## config.mk

```make
export PLATFORM = sky130hd
export DESIGN_NAME = sum_sequencer
export DESIGN_NICKNAME = d
export VERILOG_FILES = /design/src/rtl/sum_ctrl_pkg.sv /design/src/rtl/digit_accumulator.sv /design/src/rtl/sum_sequencer.sv
export SDC_FILE = /design/constraint.sdc
export NUM_CORES = 1
export LEC_CHECK = 0
export CORE_MARGIN = 5
export CORE_UTILIZATION = 25
export CTS_CLUSTER_SIZE = 28
export DETAILED_ROUTE_END_ITERATION = 12
export PLACE_DENSITY_LB_ADDON = 0.25
export SETUP_SLACK_MARGIN = 0.15
export SLEW_MARGIN = 20
export SYNTH_ARGS = -nofsm -noshare
export SYNTH_HDL_FRONTEND = slang
export SYNTH_SLANG_ARGS = --single-unit
```

## constraint.sdc

```tcl
create_clock -name clk -period 3.1 [get_ports clk]
set_input_delay 0.62 -clock clk [delete_from_list [all_inputs] [get_ports clk]]
set_output_delay 0.62 -clock clk [all_outputs]
set_load 0.005 [all_outputs]
```

## src/rtl/sum_ctrl_pkg.sv

```systemverilog
// Shared definitions for the sum_sequencer keypad/adder controller:
// controller states, key codes and operand width.
package sum_ctrl_pkg;

    localparam int OPERAND_W = 12;

    localparam logic [3:0] KEY_PLUS  = 4'hA;
    localparam logic [3:0] KEY_EQUAL = 4'hB;
    localparam logic [3:0] KEY_CLEAR = 4'hC;

    // Largest result that may be chained into a new addition as operand A
    localparam logic [OPERAND_W-1:0] CHAIN_LIMIT = 12'd999;

    typedef enum logic [2:0] {
        ST_ENTRY_A = 3'd0,
        ST_ENTRY_B = 3'd1,
        ST_REQ     = 3'd2,
        ST_WAIT    = 3'd3,
        ST_DONE    = 3'd4,
        ST_ERR     = 3'd5
    } state_t;

    function automatic logic is_digit(input logic [3:0] code);
        return (code <= 4'd9);
    endfunction

endpackage

```

## src/rtl/digit_accumulator.sv

```systemverilog
// Decimal operand accumulator: builds a value one digit at a time
// (value*10 + d) up to MAX_DIGITS digits. Extra digits are dropped.
// Priority: clear, then load, then digit strobe.
module digit_accumulator
    import sum_ctrl_pkg::*;
#(
    parameter int MAX_DIGITS = 3,
    parameter int CNT_W      = $clog2(MAX_DIGITS + 1)
) (
    input  logic                 clk,
    input  logic                 reset,
    input  logic                 i_clear,
    input  logic                 i_load,
    input  logic [OPERAND_W-1:0] i_load_value,
    input  logic [CNT_W-1:0]     i_load_count,
    input  logic                 i_digit_valid,
    input  logic [3:0]           i_digit,
    output logic [OPERAND_W-1:0] o_value,
    output logic [CNT_W-1:0]     o_count
);

    localparam logic [CNT_W-1:0] MAX_CNT = CNT_W'(MAX_DIGITS);

    logic [OPERAND_W-1:0] r_value;
    logic [CNT_W-1:0]     r_count;

    // Operand value and digit count register
    always_ff @(posedge clk or posedge reset) begin
        if (reset) begin
            r_value <= '0;
            r_count <= '0;
        end else if (i_clear) begin
            r_value <= '0;
            r_count <= '0;
        end else if (i_load) begin
            r_value <= i_load_value;
            r_count <= i_load_count;
        end else if (i_digit_valid && (r_count < MAX_CNT)) begin
            r_value <= r_value * 12'd10 + OPERAND_W'(i_digit);
            r_count <= r_count + CNT_W'(1);
        end
    end

    assign o_value = r_value;
    assign o_count = r_count;

endmodule

```

## src/rtl/sum_sequencer.sv

```systemverilog
// Keypad-driven two-operand addition controller. Collects operand A and B
// as decimal digits, hands them to an external adder with a one-cycle
// enable, waits for the adder's result-valid and shows the result.
// Optional feature: define SUM_TIMEOUT_EN to abort a WAIT that lasts
// TIMEOUT_CYCLES cycles into an ERR state (left only by clear or reset).
module sum_sequencer
    import sum_ctrl_pkg::*;
#(
    parameter int MAX_DIGITS     = 3,
    parameter int TIMEOUT_CYCLES = 16
) (
    input  logic                 clk,
    input  logic                 reset,
    input  logic                 key_valid,
    input  logic [3:0]           key_code,
    output logic [OPERAND_W-1:0] number1,
    output logic [OPERAND_W-1:0] number2,
    output logic                 enable,
    input  logic [OPERAND_W-1:0] sum_result,
    input  logic                 sum_state,
    output logic [OPERAND_W-1:0] display_value,
    output logic                 result_valid,
    output logic                 busy,
    output logic                 error
);

    localparam int CNT_W = $clog2(MAX_DIGITS + 1);

    state_t               r_state;
    state_t               w_state_next;
    logic [OPERAND_W-1:0] r_result;
    logic                 r_enable;
    logic                 r_busy;
    logic                 r_result_valid;
    logic                 r_error;

    logic                 w_key_digit;
    logic                 w_key_plus;
    logic                 w_key_equal;
    logic                 w_key_clear;

    logic                 w_clr_a;
    logic                 w_clr_b;
    logic                 w_load_a;
    logic [OPERAND_W-1:0] w_load_a_value;
    logic [CNT_W-1:0]     w_load_a_count;
    logic                 w_dig_a;
    logic                 w_dig_b;
    logic                 w_latch;
    logic                 w_timeout_hit;

    logic [OPERAND_W-1:0] w_value_a;
    logic [OPERAND_W-1:0] w_value_b;
    logic [CNT_W-1:0]     w_count_a;
    logic [CNT_W-1:0]     w_count_b;
    logic [OPERAND_W-1:0] w_display;

    assign w_key_digit = key_valid && is_digit(key_code);
    assign w_key_plus  = key_valid && (key_code == KEY_PLUS);
    assign w_key_equal = key_valid && (key_code == KEY_EQUAL);
    assign w_key_clear = key_valid && (key_code == KEY_CLEAR);

`ifdef SUM_TIMEOUT_EN
    localparam int TCNT_W = $clog2(TIMEOUT_CYCLES + 1);
    logic [TCNT_W-1:0] r_tcnt;

    // Count WAIT cycles spent without an adder response
    always_ff @(posedge clk or posedge reset) begin
        if (reset) begin
            r_tcnt <= '0;
        end else if ((r_state == ST_WAIT) && !sum_state) begin
            r_tcnt <= r_tcnt + TCNT_W'(1);
        end else begin
            r_tcnt <= '0;
        end
    end

    assign w_timeout_hit = (r_tcnt == TCNT_W'(TIMEOUT_CYCLES - 1));
`else
    assign w_timeout_hit = 1'b0;
`endif

    // Next state and operand-accumulator controls; keys are ignored in REQ/WAIT
    always_comb begin
        w_state_next   = r_state;
        w_clr_a        = 1'b0;
        w_clr_b        = 1'b0;
        w_load_a       = 1'b0;
        w_load_a_value = '0;
        w_load_a_count = '0;
        w_dig_a        = 1'b0;
        w_dig_b        = 1'b0;
        w_latch        = 1'b0;
        case (r_state)
            ST_ENTRY_A: begin
                if (w_key_clear) begin
                    w_clr_a = 1'b1;
                    w_clr_b = 1'b1;
                end else if (w_key_digit) begin
                    w_dig_a = 1'b1;
                end else if (w_key_plus) begin
                    w_clr_b      = 1'b1;
                    w_state_next = ST_ENTRY_B;
                end else begin
                    w_state_next = ST_ENTRY_A;
                end
            end
            ST_ENTRY_B: begin
                if (w_key_clear) begin
                    w_clr_a      = 1'b1;
                    w_clr_b      = 1'b1;
                    w_state_next = ST_ENTRY_A;
                end else if (w_key_digit) begin
                    w_dig_b = 1'b1;
                end else if (w_key_equal) begin
                    w_state_next = ST_REQ;
                end else begin
                    w_state_next = ST_ENTRY_B;
                end
            end
            ST_REQ: begin
                w_state_next = ST_WAIT;
            end
            ST_WAIT: begin
                if (sum_state) begin
                    w_latch      = 1'b1;
                    w_state_next = ST_DONE;
                end else if (w_timeout_hit) begin
                    w_state_next = ST_ERR;
                end else begin
                    w_state_next = ST_WAIT;
                end
            end
            ST_DONE: begin
                if (w_key_clear) begin
                    w_clr_a      = 1'b1;
                    w_clr_b      = 1'b1;
                    w_state_next = ST_ENTRY_A;
                end else if (w_key_digit) begin
                    w_load_a       = 1'b1;
                    w_load_a_value = OPERAND_W'(key_code);
                    w_load_a_count = CNT_W'(1);
                    w_state_next   = ST_ENTRY_A;
                end else if (w_key_plus && (r_result <= CHAIN_LIMIT)) begin
                    // Chain the result; A is treated as full so it cannot grow
                    w_load_a       = 1'b1;
                    w_load_a_value = r_result;
                    w_load_a_count = CNT_W'(MAX_DIGITS);
                    w_clr_b        = 1'b1;
                    w_state_next   = ST_ENTRY_B;
                end else begin
                    w_state_next = ST_DONE;
                end
            end
            ST_ERR: begin
                if (w_key_clear) begin
                    w_clr_a      = 1'b1;
                    w_clr_b      = 1'b1;
                    w_state_next = ST_ENTRY_A;
                end else begin
                    w_state_next = ST_ERR;
                end
            end
            default: begin
                w_state_next = ST_ENTRY_A;
            end
        endcase
    end

    // Controller state, result latch and registered status outputs
    always_ff @(posedge clk or posedge reset) begin
        if (reset) begin
            r_state        <= ST_ENTRY_A;
            r_result       <= '0;
            r_enable       <= 1'b0;
            r_busy         <= 1'b0;
            r_result_valid <= 1'b0;
            r_error        <= 1'b0;
        end else begin
            r_state        <= w_state_next;
            if (w_latch) begin
                r_result <= sum_result;
            end
            r_enable       <= (w_state_next == ST_REQ);
            r_busy         <= (w_state_next == ST_REQ) || (w_state_next == ST_WAIT);
            r_result_valid <= (w_state_next == ST_DONE);
`ifdef SUM_TIMEOUT_EN
            r_error        <= (w_state_next == ST_ERR);
`else
            r_error        <= 1'b0;
`endif
        end
    end

    digit_accumulator #(.MAX_DIGITS(MAX_DIGITS), .CNT_W(CNT_W)) u_acc_a (
        .clk           (clk),
        .reset         (reset),
        .i_clear       (w_clr_a),
        .i_load        (w_load_a),
        .i_load_value  (w_load_a_value),
        .i_load_count  (w_load_a_count),
        .i_digit_valid (w_dig_a),
        .i_digit       (key_code),
        .o_value       (w_value_a),
        .o_count       (w_count_a)
    );

    digit_accumulator #(.MAX_DIGITS(MAX_DIGITS), .CNT_W(CNT_W)) u_acc_b (
        .clk           (clk),
        .reset         (reset),
        .i_clear       (w_clr_b),
        .i_load        (1'b0),
        .i_load_value  ('0),
        .i_load_count  ('0),
        .i_digit_valid (w_dig_b),
        .i_digit       (key_code),
        .o_value       (w_value_b),
        .o_count       (w_count_b)
    );

    // Display source selected by the registered state
    always_comb begin
        w_display = '0;
        case (r_state)
            ST_ENTRY_A: w_display = w_value_a;
            ST_ENTRY_B: w_display = w_value_b;
            ST_REQ:     w_display = w_value_b;
            ST_WAIT:    w_display = w_value_b;
            ST_DONE:    w_display = r_result;
            ST_ERR:     w_display = '0;
            default:    w_display = '0;
        endcase
    end

    assign number1       = w_value_a;
    assign number2       = w_value_b;
    assign enable        = r_enable;
    assign busy          = r_busy;
    assign result_valid  = r_result_valid;
    assign error         = r_error;
    assign display_value = w_display;

endmodule

```

======== Word-level counts from Yosys, hierarchy flattened ========
Index checks and enable logic that the tools add are counted.
storage, ports and cells
  bits in registers ....................... 46
  bits of input ports ..................... 20
  output and inout bits ................... 40
  logic and storage cells ................. 93
cells by class
  $add $sub $neg .......................... 4
  multipliers ............................. 2
  order comparisons ....................... 4
  eq/ne operators ......................... 11
  muxes and demuxes ....................... 49
  reductions and logical operators ........ 14
operators with widths
  cell                                                              number
  two-way mux 12 bit                                                9
  case mux 12 bit (3 select lines)                                  1
  two-way mux 3 bit                                                 9
  adder 12 x 4 -> 12 bit                                            2
  multiplier 12 x 3 -> 11 bit, second input constant                2
  two-way mux 2 bit                                                 10
  two-way mux 1 bit                                                 18
  case mux 3 bit (6 select lines)                                   1
  == test 3 x 2 -> 1 bit, second input constant                     4
  == test 4 bit, second input constant                              3
  less-or-equal comparator 12 x 10 -> 1 bit, second input constant  1
  == test 3 bit, second input constant                              3
  logical AND 1 bit                                                 7
  adder 2 x 1 -> 2 bit, second input constant                       2
  less-or-equal comparator 4 bit, second input constant             1
  < comparator 2 bit, second input constant                         2
  OR reduction 4 bit                                                1
  == test 3 x 1 -> 1 bit, second input constant                     1
  logical NOT 3 bit                                                 1
  case mux 1 bit (3 select lines)                                   1
  nonzero test 3 bit                                                1
  OR reduction 3 bit                                                1
  nonzero test 2 bit                                                1
  OR reduction 2 bit                                                1
  logical OR 1 bit                                                  1

======== Logic depth before layout (Yosys ltp) ========
Gate-level depths: netlist (run 1).
  depth in word-level cells ............... 9
  depth in mapped cells ................... 11
  depth with buffers taken out ............ 11

======== Hierarchy ========
Synthesis (run 1) repeated with hierarchy kept, for this count alone.
unflattened totals
  cells, all modules ...................... 465
  area, all modules ....................... 3940.0 um^2
modules (own cells, without submodules)
  module             times used  cells an instance  area each (um^2)  seq. area each (um^2)
  digit_accumulator  2           151                1340.0            350.3
  sum_sequencer      1           163                1260.0            450.4

======== Worst setup path before layout (run 1) ========
OpenSTA, ideal clock, no wires.
  path kind ............................... register to register
  start point ............................. reg u_acc_a.r_value[1], in the netlist u_acc_a.o_value[1]
  end point ............................... reg u_acc_a.r_value[11], in the netlist u_acc_a.o_value[11]
  setup time .............................. 0.129 ns
  data arrival time ....................... 2.678 ns
  required time ........................... 2.971 ns
  path slack .............................. 0.293 ns
  stages on the path, launching flop included .. 11
  buffers on the path ..................... 0
  period minus slack after synthesis ...... 2.807 ns
  cells stage by stage .................... dfrtp_1 > ha_1 > ha_1 > fa_1 > a211oi_1 > nor2_1 > o311ai_2 > nand4_2 > xnor2_2 > xnor2_1 > o21ai_2
between the ends
  longest elaborated chain between the ends .. 5
ends and longest elaborated chain
  what                         RTL line                 RTL
  start, declared              digit_accumulator.sv:24  logic [OPERAND_W-1:0] r_value;
  start signal, assigned       digit_accumulator.sv:36  r_value <= i_load_value;
  start signal, assigned       digit_accumulator.sv:39  r_value <= r_value * 12'd10 + OPERAND_W'(i_digit);
  multiplier 12 x 3 -> 11 bit  digit_accumulator.sv:39
  adder 12 x 4 -> 12 bit       digit_accumulator.sv:39
  two-way mux 12 bit           digit_accumulator.sv:38  end else if (i_digit_valid && (r_count < MAX_CNT)) begin
  two-way mux 12 bit           digit_accumulator.sv:35  end else if (i_load) begin
  two-way mux 12 bit           digit_accumulator.sv:32  end else if (i_clear) begin
Every way passes these cells. The select of a mux whose other input is x is not followed.
A chain may end at the register's enable or synchronous reset.

======== Worst setup path after layout (run 1) ========
Ends and elaborated chain as after synthesis.

==> metrics.txt, run 1 <==
Layout fillers=1,408; clk buf depth=2; Critical Path Source Type=flip-flop; Syn Area/Cell=10.3 um2; CTS tree=done; Reg2Reg Depth=10; vias per cell=4.86; Initial DRC Count=140; Setup TNS Final=0 ns; r2r setup slk=0.21 ns; Lkg Pwr=2.09 nW; RSZ-0062 raised after global routing=yes; Inserted Clock Buffers=5; DP HPWL=7860 um; DR DRC count=0; number of global-route vias before repair=3,103; min Tclk post-route=2.89 ns; share of cells above drive strength 1=19.1%; status=completed; first-pass GRT wire length=16,200 um; hold path depth=1; total number of yosys warnings=0; floorplan core area=0.0139 mm2; initial core utilization=25.7%; worst vdd ir=0.404 mV; Critical R2R Capture=u_acc_a.o_value[11]$_DFFE_PP0P_; 1st-pass router iterations=4; CP Capture Type=flip-flop; # Max-Cap Violations=0; Tot Pwr=5.09 mW; Clk Latency, worst-skew pair=0.29 ns; hold_sp=u_acc_b.o_count[1]$_DFFE_PP0P_; Mapped Cells=349; die width=130 um; WHS=0.518 ns; Root Driver=clkbuf_16; row cnt=43; post-synthesis sequential area ratio=32.2%; commonest non-fill, non-tap cell in the layout=clkdlybuf4s50_1; # IOs=60; pin count of the biggest net entering global routing=47; Clock Skew=0.00861 ns; # diodes=0; EDFF count, synth=0; gr ovfl total=0; DR vias=2,962; RePlAce Congestion=0.803; die height=130 um; area taken by multi-input logic gates=0.00237 mm2; Mapped Nets=411; post-synthesis cell type count=67; average wire per standard cell=16.6 um; PwrDens=1080 mW/mm2; final setup vio count=0; H-tree Lvls=2; initial antenna violation count=0; Tcrit/Tclk final=93.1%; Final Slew Violations=0; area grow syn2layout=31.8%; most frequent cells in the layout=clkdlybuf4s50_1, dfrtp_1, ha_1, buf_4; Hold Path Class=flip-flop to flip-flop; Max FO, Critical Path=3; Sink Count=46; Post-Syn Area=0.00358 mm2; I/O Buffers=58; flops & latches, synth=46; WL final=10,100 um; die area=0.0168 mm2; Layout Utilization=33.8%; Worst Tran Pin Value=0.928 ns; Max Clock Freq=346 MHz; GR Util All Layers=12.1%; Clk pin slew, worst setup/hold paths=0.07 ns; ys async rst share=100%; Antenna Nets Post-Route=0; WP data required=3.27 ns; R2R Path Start=u_acc_a.o_value[1]$_DFFE_PP0P_; max_slew headroom=37.8%; class of the most critical setup path=flip-flop to flip-flop; Hold Fails Final Rpt=0; Nets=490; Arrival @ worst endpoint=3.05 ns; hold-fix buffers at CTS=0; Min-Delay Endpoint=u_acc_b.o_count[1]$_DFFE_PP0P_; Sequential Area=0.00115 mm2; Post-synth top flop=dfrtp_1
## stage by stage
stage / cell area [um2] / setup WS [ns] / instances
floorplan: 3580 / 0.293 / 349
global placement: 4510 / 0.0761 / 600
detailed placement: 4510 / 0.0541 / 600
CTS: 4670 / 0.161 / 608
global route: 4720 / 0.0361 / 609
finish: 4720 / 0.213 / 609
## synthesized netlist by cell type, types with 2 or more instances
cell	n	area, um2
buf_2	4	20.0
mux2i_1	12	120
nand2b_1	4	25.0
or4b_1	2	20.0
o211ai_1	2	15.0
nor2b_1	3	18.8
nor3_2	3	30.0
nor3_1	5	25.0
ha_1	38	475
dfrtp_1	46	1150
mux2_2	13	146
a22o_1	13	114
o21ai_0	19	95.1
a31o_2	2	17.5
xnor2_1	9	78.8
a21o_1	5	37.5
clkbuf_1	7	26.3
xor2_1	16	140
a22oi_1	5	37.5
fa_1	4	80.1
and3_1	2	12.5
nand3_1	4	20.0
xor2_2	2	32.5
o21ai_1	3	15.0
nand4_1	4	25.0
nor2_1	24	90.1
a211oi_1	4	30.0
and2_1	2	12.5
nor3b_1	2	15.0
nand2_1	24	90.1
o21ai_2	2	17.5
a311oi_1	2	17.5
a21oi_1	15	75.1
a221o_1	7	70.1
inv_1	8	30.0
## worst max-delay path, cell delays in order, from the launching register on
cell     delay (ns)
dfrtp_1        0.38
ha_1           0.29
ha_1           0.24
fa_1           0.48
xor2_2         0.25
nand4_1        0.20
nor3_1         0.33
nand4_2        0.17
xnor2_2        0.18
xnor2_1        0.17
o21ai_2        0.06
## repair_timing
action,4_1_cts,5_1_grt
endpoints found under the hold margin,0,0
resized for setup,1,7
pin swaps,0,5
buffers inserted,0,1
endpoints found under the setup margin,1,3
## kinds of logic (layout without fill, tap and decap cells)
family	count (synthesis)	after routing	share of synthesized area, %
simple gates	95	95	15.2
other cells	1	1	0.105
flops	46	46	32.2
fa+ha+maj	42	42	15.5
mux	25	25	7.45
compound gates	89	89	18.7
xor+xnor	29	29	8.11
buf+inv	22	102	2.76
## sequential cells by signal, indices dropped and copies added (netlist names), 2 cells and up
register	cells
r_result	12
r_state	3
u_acc_a.o_count	2
u_acc_a.o_value	12
u_acc_b.o_count	2
u_acc_b.o_value	12
## area by class of cell
cell class | instances | area share [%]
Multi-Input combinational cell | 281 | 50.3
Sequential cell | 46 | 24.4
Timing Repair Buffer | 85 | 16.6
Tap cell | 180 | 4.78
Clock buffer | 6 | 2.95
Inverter | 9 | 0.716
Clock inverter | 2 | 0.265
## layer usage
layer / GRT usage [%] / wire length [um] / vias to the layer above / part of all wire, %
li1: - / - / 1443 / -
met1: 17.1 / 5020 / 1448 / 50
met2: 19.2 / 4580 / 65 / 45
met3: 2.47 / 453 / 6 / 4.5
met4: 2.57 / 63 / 0 / 0.62
met5: 0 / 0 / - / 0
## worst max-delay path by stage
stage | from | endpoint
finish | u_acc_a.o_value[1]$_DFFE_PP0P_ | u_acc_a.o_value[11]$_DFFE_PP0P_
global route | u_acc_a.o_value[1]$_DFFE_PP0P_ | u_acc_a.o_value[11]$_DFFE_PP0P_
CTS | u_acc_b.o_value[2]$_DFFE_PP0P_ | u_acc_b.o_value[11]$_DFFE_PP0P_
detailed placement | key_code[1] | u_acc_b.o_value[11]$_DFFE_PP0P_
global placement | key_code[1] | u_acc_b.o_value[11]$_DFFE_PP0P_
floorplan | u_acc_a.o_value[1]$_DFFE_PP0P_ | u_acc_a.o_value[11]$_DFFE_PP0P_
## report_power, final
| group | switching, mW | internal [mW] | total (mW) |
|---|---|---|---|
| Combinational | 1.70 | 1.74 | 3.45 |
| Clock | 0.227 | 0.319 | 0.547 |
| Sequential | 0.258 | 0.842 | 1.10 |
(Power assumes the default switching activity.)
==> run 2: changes to the inputs <==
Settings changed: CTS_BUF_LIST set to sky130_fd_sc_hd__clkbuf_4 sky130_fd_sc_hd__clkbuf_8 sky130_fd_sc_hd__clkbuf_16.
Clock period 3.1 ns to 2.8 ns, I/O delays scaled along.
==> run 2 against run 1 <==
Combinational power grew 29%. Via count grew 3.7%. Utilization grew 2.9 points. Register-to-register slack lost 0.06 ns. Routed wire length grew 1.2%. Maximum frequency grew 9.1%. Critical path depth grew 1. Cell count grew 4.1%. Count of clock-buffer cells in the layout grew 1. First-iteration DRC count shrank 16%. Sequential cell count is the same. Sequential power grew 13%. Largest power group unchanged.
==> metrics.txt, run 2 (synthesis gave the netlist of run 1 again) <==
die area=0.0168 mm2 (unchanged); H-tree Lvls=2 (unchanged); # IOs=60 (unchanged); vias per cell=4.85 (-0.34%); class of the most critical setup path=flip-flop to flip-flop; dpl cell area=0.00467 mm2 (+3.4%); RSZ-0062 raised after global routing=yes; Nets=515 (+5.1%); Clk pin slew, worst setup/hold paths=0.06 ns (about the same); area grow syn2layout=43.0%; Arrival @ worst endpoint=2.81 ns (-0.24 ns); worst vdd ir=0.570 mV (+41%); Final Slew Violations=0 (unchanged); RePlAce Congestion=0.858 (+6.8%); DR vias=3,073 (+3.7%); # diodes=0 (unchanged); critical path launch point=u_acc_a.o_value[3]$_DFFE_PP0P_; hold path depth=1 (unchanged); first-pass GRT wire length=16,700 um (+3.0%); Worst Tran Pin Value=0.547 ns (-0.382 ns); CTS tree=done; Critical R2R Capture=u_acc_a.o_value[11]$_DFFE_PP0P_; Sink Count=46 (unchanged); Buf+Inv Stages, Crit Path=2 (+2); DP HPWL=8190 um (+4.2%); WL final=10,200 um (+1.2%); GR Util All Layers=12.4% (+0.28 points); hold_sp=u_acc_b.o_count[1]$_DFFE_PP0P_; pin count of the biggest net entering global routing=23 (-51%); delay-heaviest family, CP=simple AND/OR/NAND/NOR gates; most frequent cells in the layout=clkdlybuf4s50_1, buf_4, dfrtp_1, ha_1, nand2_1; Tcrit/Tclk final=94.5% (+1.4 points); initial core utilization=25.7% (unchanged); R2R Path Start=u_acc_a.o_value[3]$_DFFE_PP0P_; DR DRC count=0 (unchanged); 1st-pass router iterations=4 (unchanged); Initial DRC Count=117 (-16%); share of cells above drive strength 1=28.2% (+9.1 points); Hold Path Class=flip-flop to flip-flop; die height=130 um (unchanged); critical path's slowest cell=or4b_4; Reg2Reg Depth=11 (+1); I/O Buffers=58 (unchanged); # Max-Cap Violations=0 (unchanged); r2r setup slk=0.15 ns (-0.06 ns); PwrDens=1230 mW/mm2 (+14%); Clock Skew=0.00418 ns (-0.00444 ns); Critical Path Source Type=flip-flop; Root Driver=clkbuf_16; floorplan core area=0.0139 mm2 (unchanged); cell chain of the critical path=buf_6 > ha_4 > ha_4 > a211oi_4 > buf_4 > or4b_4 > o311ai_4 > nand4_2 > xnor2_2 > xnor2_1 > o21ai_2; clk buf depth=2 (unchanged); Max Clock Freq=378 MHz (+9.1%); average wire per standard cell=16.2 um (-2.7%); most frequent CP cell=ha_4; WHS=0.510 ns (-0.00758 ns); Antenna Nets Post-Route=0 (unchanged); number of global-route vias before repair=3,219 (+3.7%); Setup TNS Final=0 ns (unchanged); gr ovfl total=0 (unchanged); final setup vio count=0 (unchanged); non-filler instance count after layout=634 (+4.1%); min Tclk post-route=2.65 ns (-0.241 ns); Layout fillers=1,374 (-2.4%); Tot Pwr=6.30 mW (+24%); max_slew headroom=63.4% (+26 points); commonest non-fill, non-tap cell in the layout=clkdlybuf4s50_1; initial antenna violation count=0 (unchanged); Min-Delay Endpoint=u_acc_b.o_count[1]$_DFFE_PP0P_; Inserted Clock Buffers=5 (unchanged); Lkg Pwr=2.25 nW (+7.3%); die width=130 um (unchanged); CP peak stage delay=0.52 ns (+0.04 ns); status=completed; hold-fix buffers at CTS=0 (unchanged); Cells after DPL=616 (+2.7%); Clk Latency, worst-skew pair=0.29 ns (about the same); Hold Fails Final Rpt=0 (unchanged); Max FO, Critical Path=4 (+1); Final Cell Area=0.00512 mm2 (+8.5%); CP Capture Type=flip-flop; WP data required=2.96 ns (-0.31 ns); row cnt=43 (unchanged)
-- run 2: worst register-to-register path, cell delays in order (launching register included) --
cell,delay [ns]
dfrtp_1,0.42
buf_6,0.15
ha_4,0.24
ha_4,0.31
a211oi_4,0.07
buf_4,0.14
or4b_4,0.52
o311ai_4,0.11
nand4_2,0.16
xnor2_2,0.15
xnor2_1,0.19
o21ai_2,0.06
-- run 2: worst max path at each step --
stage,to,depth (start not counted)
floorplan,u_acc_a.o_value[11]$_DFFE_PP0P_,10
global placement,u_acc_a.o_value[7]$_DFFE_PP0P_,9
detailed placement,u_acc_a.o_value[8]$_DFFE_PP0P_,9
CTS,u_acc_a.o_value[10]$_DFFE_PP0P_,10
global route,u_acc_a.o_value[11]$_DFFE_PP0P_,11
finish,u_acc_a.o_value[11]$_DFFE_PP0P_,11
-- run 2: where the power goes --
group	total, mW	switching (mW)	internal (mW)
registers	1.24	0.301	0.937
logic	4.46	2.06	2.40
clock network	0.606	0.243	0.364
-- run 2: final cells by class --
class,count,area (um2),area share [%]
well taps,180,225,4.40
multi-input cells,281,2550,49.8
inverters,9,33.8,0.660
clock inverters,1,5.00,0.0978
repair buffers,110,1000,19.6
clock buffers,7,146,2.86
flip-flops and latches,46,1160,22.6
-- run 2: repair_timing --
item	4_1_cts	5_1_grt
resized for setup	13	22
setup buffers	5	5
endpoints found under the setup margin	7	15
gates cloned	0	0
pin swaps	10	10
-- run 2: metal layers --
metal / GRT usage, % / wire, um / vias to the layer above
met4: 3.73 / 175 / 0
li1: - / - / 1498
met5: 0 / 0 / -
met2: 21.4 / 5050 / 48
met3: 1.57 / 272 / 12
met1: 16.2 / 4750 / 1515
-- run 2: through the flow --
| step | setup WS (ns) | util [%] |
|---|---|---|
| 3_5_place_dp | -0.0573 | 33.5 |
| 2_1_floorplan | 0.139 | - |
| 6_report | 0.154 | 36.7 |
| 5_1_grt | 0.0633 | 36.7 |
| 3_3_place_gp | 0.000570 | 33.5 |
| 4_1_cts | 0.120 | 35.4 |
==> run 3: changes to the inputs <==
Settings changed: CTS_CLUSTER_SIZE 28 to 25.
==> results of run 3 <==
Same layout as run 2: the final DEF is identical, and so are final timing and power.
